**config.mk**
```make
export PLATFORM = sky130hd
export DESIGN_NAME = branch_predictor_gshare
export DESIGN_NICKNAME = d
export VERILOG_FILES = /design/src/rtl/branch_predictor_gshare.sv
export SDC_FILE = /design/constraint.sdc
export NUM_CORES = 1
export LEC_CHECK = 0
export BUFFER_PORTS_ARGS = -buffer_cell sky130_fd_sc_hd__clkbuf_2
export CORE_MARGIN = 2
export CORE_UTILIZATION = 61
export CTS_BUF_LIST = sky130_fd_sc_hd__clkbuf_4 sky130_fd_sc_hd__clkbuf_8
export CTS_CLUSTER_SIZE = 16
export DETAILED_ROUTE_END_ITERATION = 8
export PLACE_DENSITY = 0.81
export SYNTH_ARGS = -nofsm -noshare
export SYNTH_HDL_FRONTEND = slang
export SYNTH_SLANG_ARGS = --single-unit
```
**constraint.sdc**
```tcl
create_clock -name clk -period 9.8 [get_ports clk]
set_input_delay 1.96 -clock clk [delete_from_list [all_inputs] [get_ports clk]]
set_output_delay 1.96 -clock clk [all_outputs]
set_load 0.005 [all_outputs]
```
**src/rtl/branch_predictor_gshare.sv**
```systemverilog
// Direction predictor: table of saturating counters indexed by PC (bimodal) or PC^GHR (gshare),
// with speculative/architected global history and mispredict recovery; self-initialising after reset.
module branch_predictor_gshare #(
  parameter int IDX_BITS   = 6,
  parameter int CTR_BITS   = 2,
  parameter int GHR_BITS   = 6,
  parameter int USE_GSHARE = 1
) (
  input  logic                clk,
  input  logic                rst,
  output logic                ready_o,
  input  logic                if_valid_i,
  input  logic [31:0]         if_pc_i,
  output logic                pred_taken_o,
  output logic [IDX_BITS-1:0] pred_idx_o,
  input  logic                ex_valid_i,
  input  logic [IDX_BITS-1:0] ex_idx_i,
  input  logic                ex_taken_i,
  input  logic                ex_mispredict_i
);

  localparam int DEPTH = 2 ** IDX_BITS;
  localparam logic [CTR_BITS-1:0] WNT = CTR_BITS'((2 ** (CTR_BITS - 1)) - 1);
  localparam logic [CTR_BITS-1:0] MAX = '1;

  typedef enum logic {INIT, RUN} state_t;

  state_t              state_q, state_d;
  logic [IDX_BITS-1:0] init_cnt_q, init_cnt_d;
  logic [GHR_BITS-1:0] spec_ghr_q, spec_ghr_d;
  logic [GHR_BITS-1:0] arch_ghr_q, arch_ghr_d;
  logic [CTR_BITS-1:0] table_q [DEPTH];

  logic [IDX_BITS-1:0] pc_idx, ghr_ext, lookup_idx;
  logic [CTR_BITS-1:0] ex_ctr, ex_ctr_next;
  logic                unused_pc_bits;

  assign unused_pc_bits = ^{if_pc_i[31:IDX_BITS+2], if_pc_i[1:0]};

  // History is zero-extended into the index width; works for GHR_BITS == IDX_BITS too.
  always_comb begin
    ghr_ext = '0;
    ghr_ext[GHR_BITS-1:0] = spec_ghr_q;
  end

  always_comb begin
    pc_idx       = if_pc_i[IDX_BITS+1:2];
    lookup_idx   = (USE_GSHARE != 0) ? (pc_idx ^ ghr_ext) : pc_idx;
    pred_idx_o   = lookup_idx;
    pred_taken_o = (state_q == RUN) && table_q[lookup_idx][CTR_BITS-1];
    ready_o      = (state_q == RUN);
  end

  always_comb begin
    ex_ctr = table_q[ex_idx_i];
    if (ex_taken_i) ex_ctr_next = (ex_ctr == MAX) ? ex_ctr : ex_ctr + 1'b1;
    else            ex_ctr_next = (ex_ctr == '0)  ? ex_ctr : ex_ctr - 1'b1;
  end

  always_ff @(posedge clk or posedge rst) begin
    if (rst) begin
      state_q    <= INIT;
      init_cnt_q <= '0;
      spec_ghr_q <= '0;
      arch_ghr_q <= '0;
    end else begin
      state_q    <= state_d;
      init_cnt_q <= init_cnt_d;
      spec_ghr_q <= spec_ghr_d;
      arch_ghr_q <= arch_ghr_d;
    end
  end

  // Shift-then-patch bit 0 keeps the GHR_BITS == 1 case free of negative slices.
  always_comb begin
    state_d    = state_q;
    init_cnt_d = init_cnt_q;
    spec_ghr_d = spec_ghr_q;
    arch_ghr_d = arch_ghr_q;
    case (state_q)
      INIT: begin
        init_cnt_d = init_cnt_q + 1'b1;
        if (&init_cnt_q) state_d = RUN;
      end
      RUN: begin
        if (if_valid_i) begin
          spec_ghr_d    = spec_ghr_q << 1;
          spec_ghr_d[0] = pred_taken_o;
        end
        if (ex_valid_i) begin
          arch_ghr_d    = arch_ghr_q << 1;
          arch_ghr_d[0] = ex_taken_i;
          if (ex_mispredict_i) spec_ghr_d = arch_ghr_d;
        end
      end
      default: state_d = INIT;
    endcase
  end

  // Table needs no reset: INIT rewrites every entry before predictions are enabled.
  always_ff @(posedge clk) begin
    if (state_q == INIT)  table_q[init_cnt_q] <= WNT;
    else if (ex_valid_i)  table_q[ex_idx_i]   <= ex_ctr_next;
  end

endmodule
```
After elaboration in Yosys (flattened, before gate mapping)

Memories as Yosys holds them, arrays and structs flattened.
Cells that the tools add are included.

Bits in registers: 18
Bits in writable memories: 128
Input bits: 44
Output and inout bits: 8
Memories kept: 1

Add/sub/neg operators: 3
Equality and inequality tests: 1
Muxes and demuxes: 15
Bitwise operators: 1
Reductions and logical operators: 5

Memories:

| name    | depth | bits a word | rd ports | clocked after Yosys merged registers in | write ports | RTL line | RTL |
|---|---|---|---|---|---|---|---|
| table_q | 64    | 2           | 2        | 0                                       | 1           | 32       | `logic [CTR_BITS-1:0] table_q [DEPTH];` |

Operators with widths:

| cell                                                                | count |
|---|---|
| 6-bit two-way mux                                                   | 4 |
| 2-bit two-way mux                                                   | 4 |
| 1-bit two-way mux                                                   | 7 |
| 6-bit by 1-bit adder with 6-bit output (second input constant)      | 1 |
| 6-bit AND reduction                                                 | 1 |
| 6-bit XOR                                                           | 1 |
| 2-bit by 1-bit adder with 2-bit output (second input constant)      | 1 |
| 2-bit == test (second input constant)                               | 1 |
| 2-bit logical NOT                                                   | 1 |
| 2-bit AND reduction                                                 | 1 |
| 2-bit OR reduction                                                  | 1 |
| 2-bit by 1-bit subtractor with 2-bit output (second input constant) | 1 |
| 1-bit logical AND                                                   | 1 |

Longest topological paths before layout

Gate-level depths: netlist of run 1.
An unclocked memory read counts as a cell.

Word-level depth: 6
Depth in mapped cells: 9
Gate-level depth less buffers: 8

Worst setup path before layout of run 1

No wires, ideal clock.

Path type: input -> register
From: in ex_idx_i[0]
To: mem table_q[0][0], data pin
Arrival: 5949 ps
Setup slack: 3150 ps
Stages on the path: 8
Cells stage by stage: buf_2 buf_2 mux4_2 a22oi_1 nand4_1 nand4_1 a21oi_1 o21ai_0

Cells in the longest elaborated chain, start to end: 5

Ends and longest elaborated chain:

| what                                                                | RTL line | RTL |
|---|---|---|
| from (decl)                                                         | 17       | `input logic [IDX_BITS-1:0] ex_idx_i,` |
| memory read 64 x 2 bit *                                            | -        |  |
| 2-bit by 1-bit subtractor with 2-bit output (tied with other cells) | 57       | `else ex_ctr_next = (ex_ctr == '0) ? ex_ctr : ex_ctr - 1'b1;` |
| 2-bit two-way mux (on tied branches)                                | 57, 56   |  |
| 2-bit two-way mux *                                                 | 56       | `if (ex_taken_i) ex_ctr_next = (ex_ctr == MAX) ? ex_ctr : ex_ctr + 1'b1;` |
| 2-bit two-way mux (no source line) *                                | -        |  |
| to (decl)                                                           | 32       |  |

Mark *: on every way between the ends. The rest lies on a longest branch, timed or not.

Final worst setup path of run 1

From: in if_pc_i[2]
To: out pred_taken_o

Cells in the longest elaborated chain, start to end: 3

Ends and longest elaborated chain:

| what                   | RTL line | RTL |
|---|---|---|
| from (decl)            | 13       | `input logic [31:0] if_pc_i,` |
| 6-bit XOR              | 48       | `lookup_idx = (USE_GSHARE != 0) ? (pc_idx ^ ghr_ext) : pc_idx;` |
| memory read 64 x 2 bit | -        |  |
| 1-bit logical AND      | 50       | `pred_taken_o = (state_q == RUN) && table_q[lookup_idx][CTR_BITS-1];` |
| to (decl)              | 14       | `output logic pred_taken_o,` |

No other way between the ends.

==> results of run 1 <==
-- state kept, by name, indices dropped and copies added, names as in the netlist --
name and flops:
arch_ghr_q 5, ghr_ext 6, init_cnt_q 6, ready_o 1, table_q 128
-- stage by stage --
step	util, %	instances	worst slack (ns)	hold WS (ns)	area (sq um)
after floorplan	-	463	3.150	0.4462	6909
after global placement	65.26	611	3.299	0.4772	7137
after detailed placement	65.26	611	3.239	0.4816	7137
after CTS	68.78	643	3.223	0.5002	7521
after global routing	68.78	643	3.120	0.5130	7521
final	68.78	643	3.240	0.4974	7521
-- worst min-delay path by stage --
stage	slack [ns]	start	to	depth (start not counted)
3_3_place_gp	0.48	arch_ghr_q[4]	arch_ghr_q[4]	2
5_1_grt	0.51	arch_ghr_q[4]	arch_ghr_q[4]	2
4_1_cts	0.50	arch_ghr_q[4]	arch_ghr_q[4]	2
2_1_floorplan	0.45	arch_ghr_q[4]	arch_ghr_q[4]	2
6_report	0.50	arch_ghr_q[4]	arch_ghr_q[4]	2
3_5_place_dp	0.48	arch_ghr_q[4]	arch_ghr_q[4]	2
-- kinds of logic after synthesis --
logic type / count (synthesis)
mux: 59
xor+xnor: 11
buf+inv: 31
compound gates: 61
flops: 146
fa+ha+maj: 1
simple gates: 154
-- cell usage in the layout (no fill, tap or decap), types with 2 or more instances in the layout --
| cell type | netlist | routed |
|---|---|---|
| sky130_fd_sc_hd__edfxtp_1 | 128 | 128 |
| sky130_fd_sc_hd__nor2_1 | 73 | 73 |
| sky130_fd_sc_hd__nand2_1 | 47 | 47 |
| sky130_fd_sc_hd__mux4_2 | 39 | 39 |
| sky130_fd_sc_hd__clkbuf_2 | 0 | 25 |
| sky130_fd_sc_hd__dfrtp_1 | 18 | 18 |
| sky130_fd_sc_hd__clkbuf_8 | 1 | 17 |
| sky130_fd_sc_hd__a21oi_1 | 15 | 14 |
| sky130_fd_sc_hd__a22oi_1 | 12 | 12 |
| sky130_fd_sc_hd__mux2i_1 | 10 | 10 |
| sky130_fd_sc_hd__inv_1 | 8 | 8 |
| sky130_fd_sc_hd__mux4_1 | 8 | 8 |
| sky130_fd_sc_hd__xnor2_1 | 7 | 7 |
| sky130_fd_sc_hd__o22ai_1 | 7 | 7 |
| sky130_fd_sc_hd__nand3_1 | 6 | 6 |
| sky130_fd_sc_hd__buf_4 | 1 | 5 |
| sky130_fd_sc_hd__nand2b_1 | 4 | 4 |
| sky130_fd_sc_hd__nor2b_1 | 4 | 4 |
| sky130_fd_sc_hd__o31ai_1 | 4 | 4 |
| sky130_fd_sc_hd__o21ai_0 | 5 | 4 |
| sky130_fd_sc_hd__clkinvlp_4 | 0 | 4 |
| sky130_fd_sc_hd__nand4b_1 | 3 | 3 |
| sky130_fd_sc_hd__and2_1 | 3 | 3 |
| sky130_fd_sc_hd__o211ai_1 | 3 | 3 |
| sky130_fd_sc_hd__or3_1 | 3 | 3 |
| sky130_fd_sc_hd__o21a_1 | 3 | 3 |
| sky130_fd_sc_hd__clkinv_2 | 0 | 3 |
| sky130_fd_sc_hd__mux2_2 | 2 | 2 |
| sky130_fd_sc_hd__nor4_1 | 2 | 2 |
| sky130_fd_sc_hd__nor3_1 | 2 | 2 |
| sky130_fd_sc_hd__o2111ai_1 | 2 | 2 |
| sky130_fd_sc_hd__nor3b_1 | 2 | 2 |
| sky130_fd_sc_hd__nand4_1 | 2 | 2 |
| sky130_fd_sc_hd__clkbuf_4 | 0 | 2 |
| sky130_fd_sc_hd__inv_6 | 0 | 2 |
| sky130_fd_sc_hd__bufinv_16 | 0 | 2 |
-- cell type report --
| cell class | count | area [sq um] |
|---|---|---|
| Timing Repair Buffer | 30 | 162.7 |
| Sequential cell | 146 | 4294 |
| Tap cell | 140 | 175.2 |
| Inverter | 9 | 33.78 |
| Clock buffer | 19 | 249.0 |
| Multi-Input combinational cell | 286 | 2471 |
| Clock inverter | 13 | 135.1 |
| Fill cell | 752 | 3415 |
-- critical path, stage by stage --
cell                        delay, ns
sky130_fd_sc_hd__clkbuf_2        0.12
sky130_fd_sc_hd__xor2_4          0.75
sky130_fd_sc_hd__mux4_1          0.74
sky130_fd_sc_hd__o2111ai_1       0.27
sky130_fd_sc_hd__o311ai_2        0.13
sky130_fd_sc_hd__nor3_1          0.24
sky130_fd_sc_hd__a211oi_2        0.09
sky130_fd_sc_hd__and2_1          0.18
sky130_fd_sc_hd__clkbuf_2        0.11
-- layer usage --
metal  up-vias  share of wire [%]
met5         -                  0
met4         0                2.6
met3        37                9.5
met2       238                 48
met1      2230                 40
li1       1857                  -
-- power groups by stage --
stage,logic (W),clock network (W),registers [W]
finish,0.0000530,0.000457,0.000666
global route,0.0000575,0.000486,0.000666
CTS,0.0000528,0.000462,0.000666
detailed placement,0.0000526,0,0.000680
global placement,0.0000518,0,0.000680
floorplan,0.0000374,0,0.000680
==> Implementation_results.wiki, run 1 <==
{| class="wikitable"
! Metric !! Value
|-
| Result of the run || finished, final reports clean
|-
| Setup-violating endpoint count in the final report || 0
|-
| Kind of end point of the critical path || primary output
|-
| Power share of the clock group || 38.8%
|-
| Depth of the worst register-to-register path || 7
|-
| Max Fclk || 152.4 MHz
|-
| PD cells || about 160 nW/um^2
|-
| Top cells by area, synth || sky130_fd_sc_hd__edfxtp_1 56%, sky130_fd_sc_hd__mux4_2 13%, sky130_fd_sc_hd__dfrtp_1 6.5%
|-
| Initial DRC Count || just under 500
|-
| Combinational Power Share || about 4.5%
|-
| Post-synthesis simple-gate area fraction || between 9 and 10%
|-
| Worst clock skew on the final layout || ~0.009 ns
|-
| CTS clk-pin slew, worst paths || about 0.080 ns
|-
| Met2 Track Usage GR || between 40 and 50%
|-
| Number of buffer cells added on primary ports || 25
|-
| Adder-cell share of the synthesized area || 0.1811%
|-
| Pins Over Slew Limit || 0
|-
| Floorplan die width || ~110 um
|-
| Total Wirelength || between 15 and 20 mm
|-
| Distinct cell type count after synthesis || 54
|-
| Sink Count || 146
|-
| Tightest Pin Transition || slightly above 0.9 ns
|-
| Sequential area share after synthesis || 62.15%
|-
| Antenna diode count || 0
|-
| Number of nets in the layout || approximately 540
|-
| Hold Vio Cnt, Final || 0
|-
| Worst setup path class || input port to primary output
|-
| Fin crit period || between 6 and 7 ns
|-
| Detail Route Antenna Nets || 0
|-
| Clock insertion delay at the later pin of the skew report || between 0.4 and 0.5 ns
|-
| Launch point of the worst reg-to-reg path || ghr_ext[0]
|-
| Grt met3 use || 7.190%
|-
| Most instantiated cells after synthesis || 128 x sky130_fd_sc_hd__edfxtp_1, 73 x sky130_fd_sc_hd__nor2_1, 47 x sky130_fd_sc_hd__nand2_1, 39 x sky130_fd_sc_hd__mux4_2, 18 x sky130_fd_sc_hd__dfrtp_1
|-
| RSZ-0062 raised after global routing || false
|-
| Number of synthesized register bits || about 150
|-
| Synthesized instance count || roughly 460
|-
| Setup Buffers After CTS || 0
|-
| Net count after synthesis || ~510
|-
| Leakage power of the design || 2.160 nW
|-
| Reg-to-Reg End || ghr_ext[0]
|-
| Dpl hpwl || 10.20 mm
|-
| Number of maximum-capacitance violations || 0
|-
| Fraction of layout cells with a size suffix above 1 || between 20% and 30%
|-
| Compound-Gate Fraction of Synth Area || roughly 6%
|-
| Capturing instance or port of the critical path || pred_taken_o
|-
| Clock buffer count from CTS || 17
|-
| Post-cts sizing count || 0
|-
| Ratio of final minimum period to clock period || 66.94%
|-
| Total negative setup slack || 0 ns
|-
| Die H || approximately 110 um
|-
| Number of antenna violations at the first check in global routing || 1
|-
| Post-synthesis share of cell area spent on xor and xnor gates || 2.046%
|-
| Cell-internal power || a little over 0.0009 W
|-
| Num ports || 52
|-
| Quantity of hold-fixing buffers added after cts || 0
|-
| Routed len/inst || between 20 and 25 um
|-
| Hold/Removal Path Class || flip-flop to flip-flop
|-
| Syn. warnings || 0
|-
| Effective utilization at floorplan || between 60% and 70%
|-
| CP Data Arrival Time || around 4.6 ns
|-
| CP Data Required Time || 7.84 ns
|-
| Reg2reg setup slack || 6.73 ns
|-
| Combinational family with the most area after synthesis || multiplexers
|-
| Cell row count || 38
|-
| Root buffer cell || sky130_fd_sc_hd__clkbuf_8
|-
| H-tree depth || 4
|-
| Clock tree from TritonCTS || built
|-
| Proportion of power drawn by flip-flops and latches || 56.6%
|-
| Grt total ovfl || 0
|-
| Commonest register cell after synthesis || sky130_fd_sc_hd__edfxtp_1
|-
| Worst Setup SP || if_pc_i[2]
|-
| Synth-to-layout area growth || 8.855%
|-
| GP Congestion || 0.8477
|-
| Multiplexer share of the synthesized area || between 15 and 20%
|-
| Switching Fraction || between 20% and 30%
|-
| Fraction of post-synthesis cell area in the top cell type by area || 55.63%
|-
| Synthesized area per cell || 14.92 sq um
|-
| Number of search-and-repair iterations in the first detailed-routing pass || 5
|-
| Global-route wire length before repair || ~24 mm
|-
| GR Util met1 || 36.59%
|-
| Library cell with the highest instance count after synthesis || sky130_fd_sc_hd__edfxtp_1
|-
| Switching pwr || roughly 0.00026 W
|-
| Die Footprint || 12190 sq um
|-
| Maximum number of pins on one net before global-route repair || 57
|-
| Synth async-reset ratio || 12.33%
|-
| Via/cell ratio || 6.784
|-
| # DRC || 0
|-
| Synthesized area || slightly below 7000 sq um
|-
| Critical path fanouts, max || 18
|-
| Startpoint kind of the worst setup timing path || input port
|-
| Relative slew slack || between 30% and 40%
|-
| Aggregate global-route resource usage || approximately a quarter
|-
| Overall power after layout || ~0.0012 W
|-
| Vias after detailed routing || ~4400
|-
| Max rail drop VDD || roughly 0.15 mV
|-
| Placeable Area || 10940 sq um
|-
| Number of synthesized flops with an enable pin || ~130
|-
| Most heavily used metal layer in global routing || met2
|-
| Cell taking the most area after synthesis || sky130_fd_sc_hd__edfxtp_1
|-
| Number of global-route vias before repair || about 4300
|-
| Worst-case clock buffer depth || 2
|}
Note: power is estimated with default switching activity, not from simulation.
==> run 2: changes to the inputs <==
==> constraint.sdc (replaced) <==
create_clock -name clk -period 6.7 [get_ports clk]
set_input_delay 1.34 -clock clk [delete_from_list [all_inputs] [get_ports clk]]
set_output_delay 1.34 -clock clk [all_outputs]
set_load 0.005 [all_outputs]
==> run 2 against run 1 <==
Compared with the run above: critical path depth unchanged; register-to-register slack worse by 3.0 ns; sequential share of layout area shrank 0.39 points; first-iteration DRC count grew 8.9%; largest cell class unchanged; largest power group unchanged.
==> Implementation_results.wiki, run 2 (same netlist as run 1, synthesis figures left out) <==
{| class="wikitable"
! Metric !! Value
|-
| Result of the run || finished, final reports clean
|-
| Fillers || approximately 740
|-
| Worst Hold End || arch_ghr_q[4]
|-
| Tightest Pin Transition || just over 1 ns
|-
| CP Data Required Time || approximately 5.4 ns
|-
| Clock tree from TritonCTS || built
|-
| Worst clock skew on the final layout || roughly 0.0095 ns
|-
| Root buffer cell || sky130_fd_sc_hd__clkbuf_8
|-
| Depth of the worst register-to-register path || 7
|-
| Initial DRC Count || 524
|-
| Hold path start || arch_ghr_q[4]
|-
| Launch point of the worst reg-to-reg path || ghr_ext[0]
|-
| Aggregate global-route resource usage || 26.64%
|-
| Most frequent cell on the critical path || sky130_fd_sc_hd__clkbuf_2
|-
| H-tree depth || 4
|-
| Grt total ovfl || 0
|-
| Clock insertion delay at the later pin of the skew report || between 0.4 and 0.5 ns
|-
| Number of antenna violations at the first check in global routing || 0
|-
| Ratio of final minimum period to clock period || roughly 80%
|-
| Cell depth of the worst hold path || 2
|-
| Synth-to-layout area growth || 9.598%
|-
| Number of search-and-repair iterations in the first detailed-routing pass || 5
|-
| PD cells || between 200 and 250 nW/um^2
|-
| RSZ-0062 raised after global routing || false
|-
| Fin crit period || 5.240 ns
|-
| Global-route wire length before repair || ~24 mm
|-
| Detail Route Antenna Nets || 0
|-
| Vias after detailed routing || 4285
|-
| Cell row count || 38
|-
| Floorplan die width || 110.4 um
|-
| Number of global-route vias before repair || between 4000 and 5000
|-
| Clock buffer count from CTS || 17
|-
| Most common cell after layout, fill and taps aside || sky130_fd_sc_hd__edfxtp_1
|-
| Total Wirelength || about 15 mm
|-
| # DRC || 0
|-
| Slowest cell on the critical path || sky130_fd_sc_hd__xor2_4
|-
| Sink Count || 146
|-
| Number of buffer cells added on primary ports || 25
|-
| Number of maximum-capacitance violations || 0
|-
| Peak per-stage delay on the critical path || 0.76 ns
|-
| Overall power after layout || ~0.0018 W
|-
| Placeable Area || roughly 11000 sq um
|-
| Fraction of layout cells with a size suffix above 1 || about 22%
|-
| Largest delay share family, worst path || XOR/XNOR gates
|-
| Worst-case clock buffer depth || 2
|-
| Die Footprint || 12190 sq um
|-
| Relative slew slack || between 30% and 40%
|-
| Setup-violating endpoint count in the final report || 0
|-
| Hold Vio Cnt, Final || 0
|-
| CTS clk-pin slew, worst paths || roughly 0.08 ns
|-
| Total negative setup slack || 0 ns
|-
| Num ports || 52
|-
| Max Fclk || roughly 190 MHz
|-
| Max rail drop VDD || about 0.19 mV
|-
| Number of nets in the layout || approximately 530
|-
| Cell Chain, Critical Path || clkbuf_2 -> xor2_4 -> mux4_1 -> o2111ai_1 -> o311ai_2 -> nor3_1 -> a211oi_2 -> and2_1 -> clkbuf_2
|-
| CP Data Arrival Time || between 3 and 4 ns
|-
| Worst setup path class || input port to primary output
|-
| Antenna diode count || 0
|-
| Die H || 110.4 um
|-
| Reg2reg setup slack || about 3.7 ns
|-
| Reg-to-Reg End || ghr_ext[0]
|-
| Pins Over Slew Limit || 0
|-
| Critical path buffers and inverters || 2
|-
| Most flop-heavy register || table_q
|-
| Leakage power of the design || about 2.2 nW
|-
| Critical path fanouts, max || 18
|-
| Routed len/inst || around 24 um
|-
| Effective utilization at floorplan || between 60% and 70%
|-
| Startpoint kind of the worst setup timing path || input port
|-
| GP Congestion || around 0.9
|-
| Kind of end point of the critical path || primary output
|-
| Largest register FFs || 128
|-
| Via/cell ratio || about 6.7
|-
| Dpl hpwl || ~10 mm
|-
| Maximum number of pins on one net before global-route repair || between 40 and 50
|-
| Post-Route Hold Slack || approximately 0.5 ns
|-
| Setup Buffers After CTS || 0
|-
| Quantity of hold-fixing buffers added after cts || 0
|-
| Hold/Removal Path Class || flip-flop to flip-flop
|-
| Post-cts sizing count || 0
|-
| Most used cells in the layout excluding fill and tap cells || 128 x sky130_fd_sc_hd__edfxtp_1, 73 x sky130_fd_sc_hd__nor2_1, 47 x sky130_fd_sc_hd__nand2_1
|}
==> run 2: cell types whose count changed in the layout (fill, tap and decap cells not counted) <==
cell,delta
sky130_fd_sc_hd__clkinv_2,-3
sky130_fd_sc_hd__clkinv_4,+2
sky130_fd_sc_hd__clkinvlp_4,+2
sky130_fd_sc_hd__clkinv_1,-1
sky130_fd_sc_hd__buf_4,-1
sky130_fd_sc_hd__clkbuf_4,-2
sky130_fd_sc_hd__bufinv_16,+2
==> run 2: final cells by class <==
| class | instances | area (sq um) | share of cell area [%] |
|---|---|---|---|
| clock buffers | 17 | 234.0 | 3.090 |
| clock inverters | 15 | 209.0 | 2.759 |
| inverters | 9 | 33.78 | 0.4461 |
| multi-input cells | 286 | 2471 | 32.63 |
| flip-flops and latches | 146 | 4294 | 56.71 |
| well taps | 140 | 175.2 | 2.313 |
| repair buffers | 29 | 155.1 | 2.049 |
==> run 2: worst max path at each step <==
| stage | from | endpoint | slack, ns | depth (start not counted) |
|---|---|---|---|---|
| 2_1_floorplan | ex_idx_i[0] | table_q[0][0] | 0.67 | 8 |
| 3_3_place_gp | if_pc_i[2] | pred_taken_o | 1.49 | 9 |
| 3_5_place_dp | if_pc_i[2] | pred_taken_o | 1.46 | 9 |
| 4_1_cts | if_pc_i[2] | pred_taken_o | 1.43 | 9 |
| 5_1_grt | if_pc_i[2] | pred_taken_o | 1.30 | 9 |
| 6_report | if_pc_i[2] | pred_taken_o | 1.46 | 9 |
==> run 2: metrics by stage <==
| step | std cells | utilization [%] | setup slack (ns) | area, sq um |
|---|---|---|---|---|
| after floorplan | 463 | - | 0.6695 | 6909 |
| after global placement | 610 | 65.19 | 1.489 | 7129 |
| after detailed placement | 610 | 65.19 | 1.464 | 7129 |
| after CTS | 642 | 69.24 | 1.434 | 7572 |
| after global routing | 642 | 69.24 | 1.296 | 7572 |
| final | 642 | 69.24 | 1.460 | 7572 |
==> run 2: per-layer routing <==
metal | global-route usage [%] | vias to the layer above | wire, um
met3 | 5.324 | 32 | 1236
met4 | 10.50 | 0 | 403
met2 | 42.29 | 232 | 7480
met1 | 37.00 | 2159 | 6227
li1 | - | 1862 | -
met5 | 0 | - | 0
==> run 2: worst register-to-register path: cells and delay by family (launching register included) <==
family | cells | cell delay [ns]
AO/OA/AOI/OAI | 4 | 0.67
multiplexers | 1 | 0.72
flip-flops | 1 | 0.47
AND/OR/NAND/NOR | 1 | 0.24
XOR/XNOR | 1 | 0.78
==> run 2: power by group <==
group	total, W	internal (W)	switching, W
Sequential	0.000974	0.000974	0
Combinational	0.0000770	0.0000299	0.0000471
Clock	0.000751	0.000408	0.000343
Total	0.00180	0.00141	0.000390
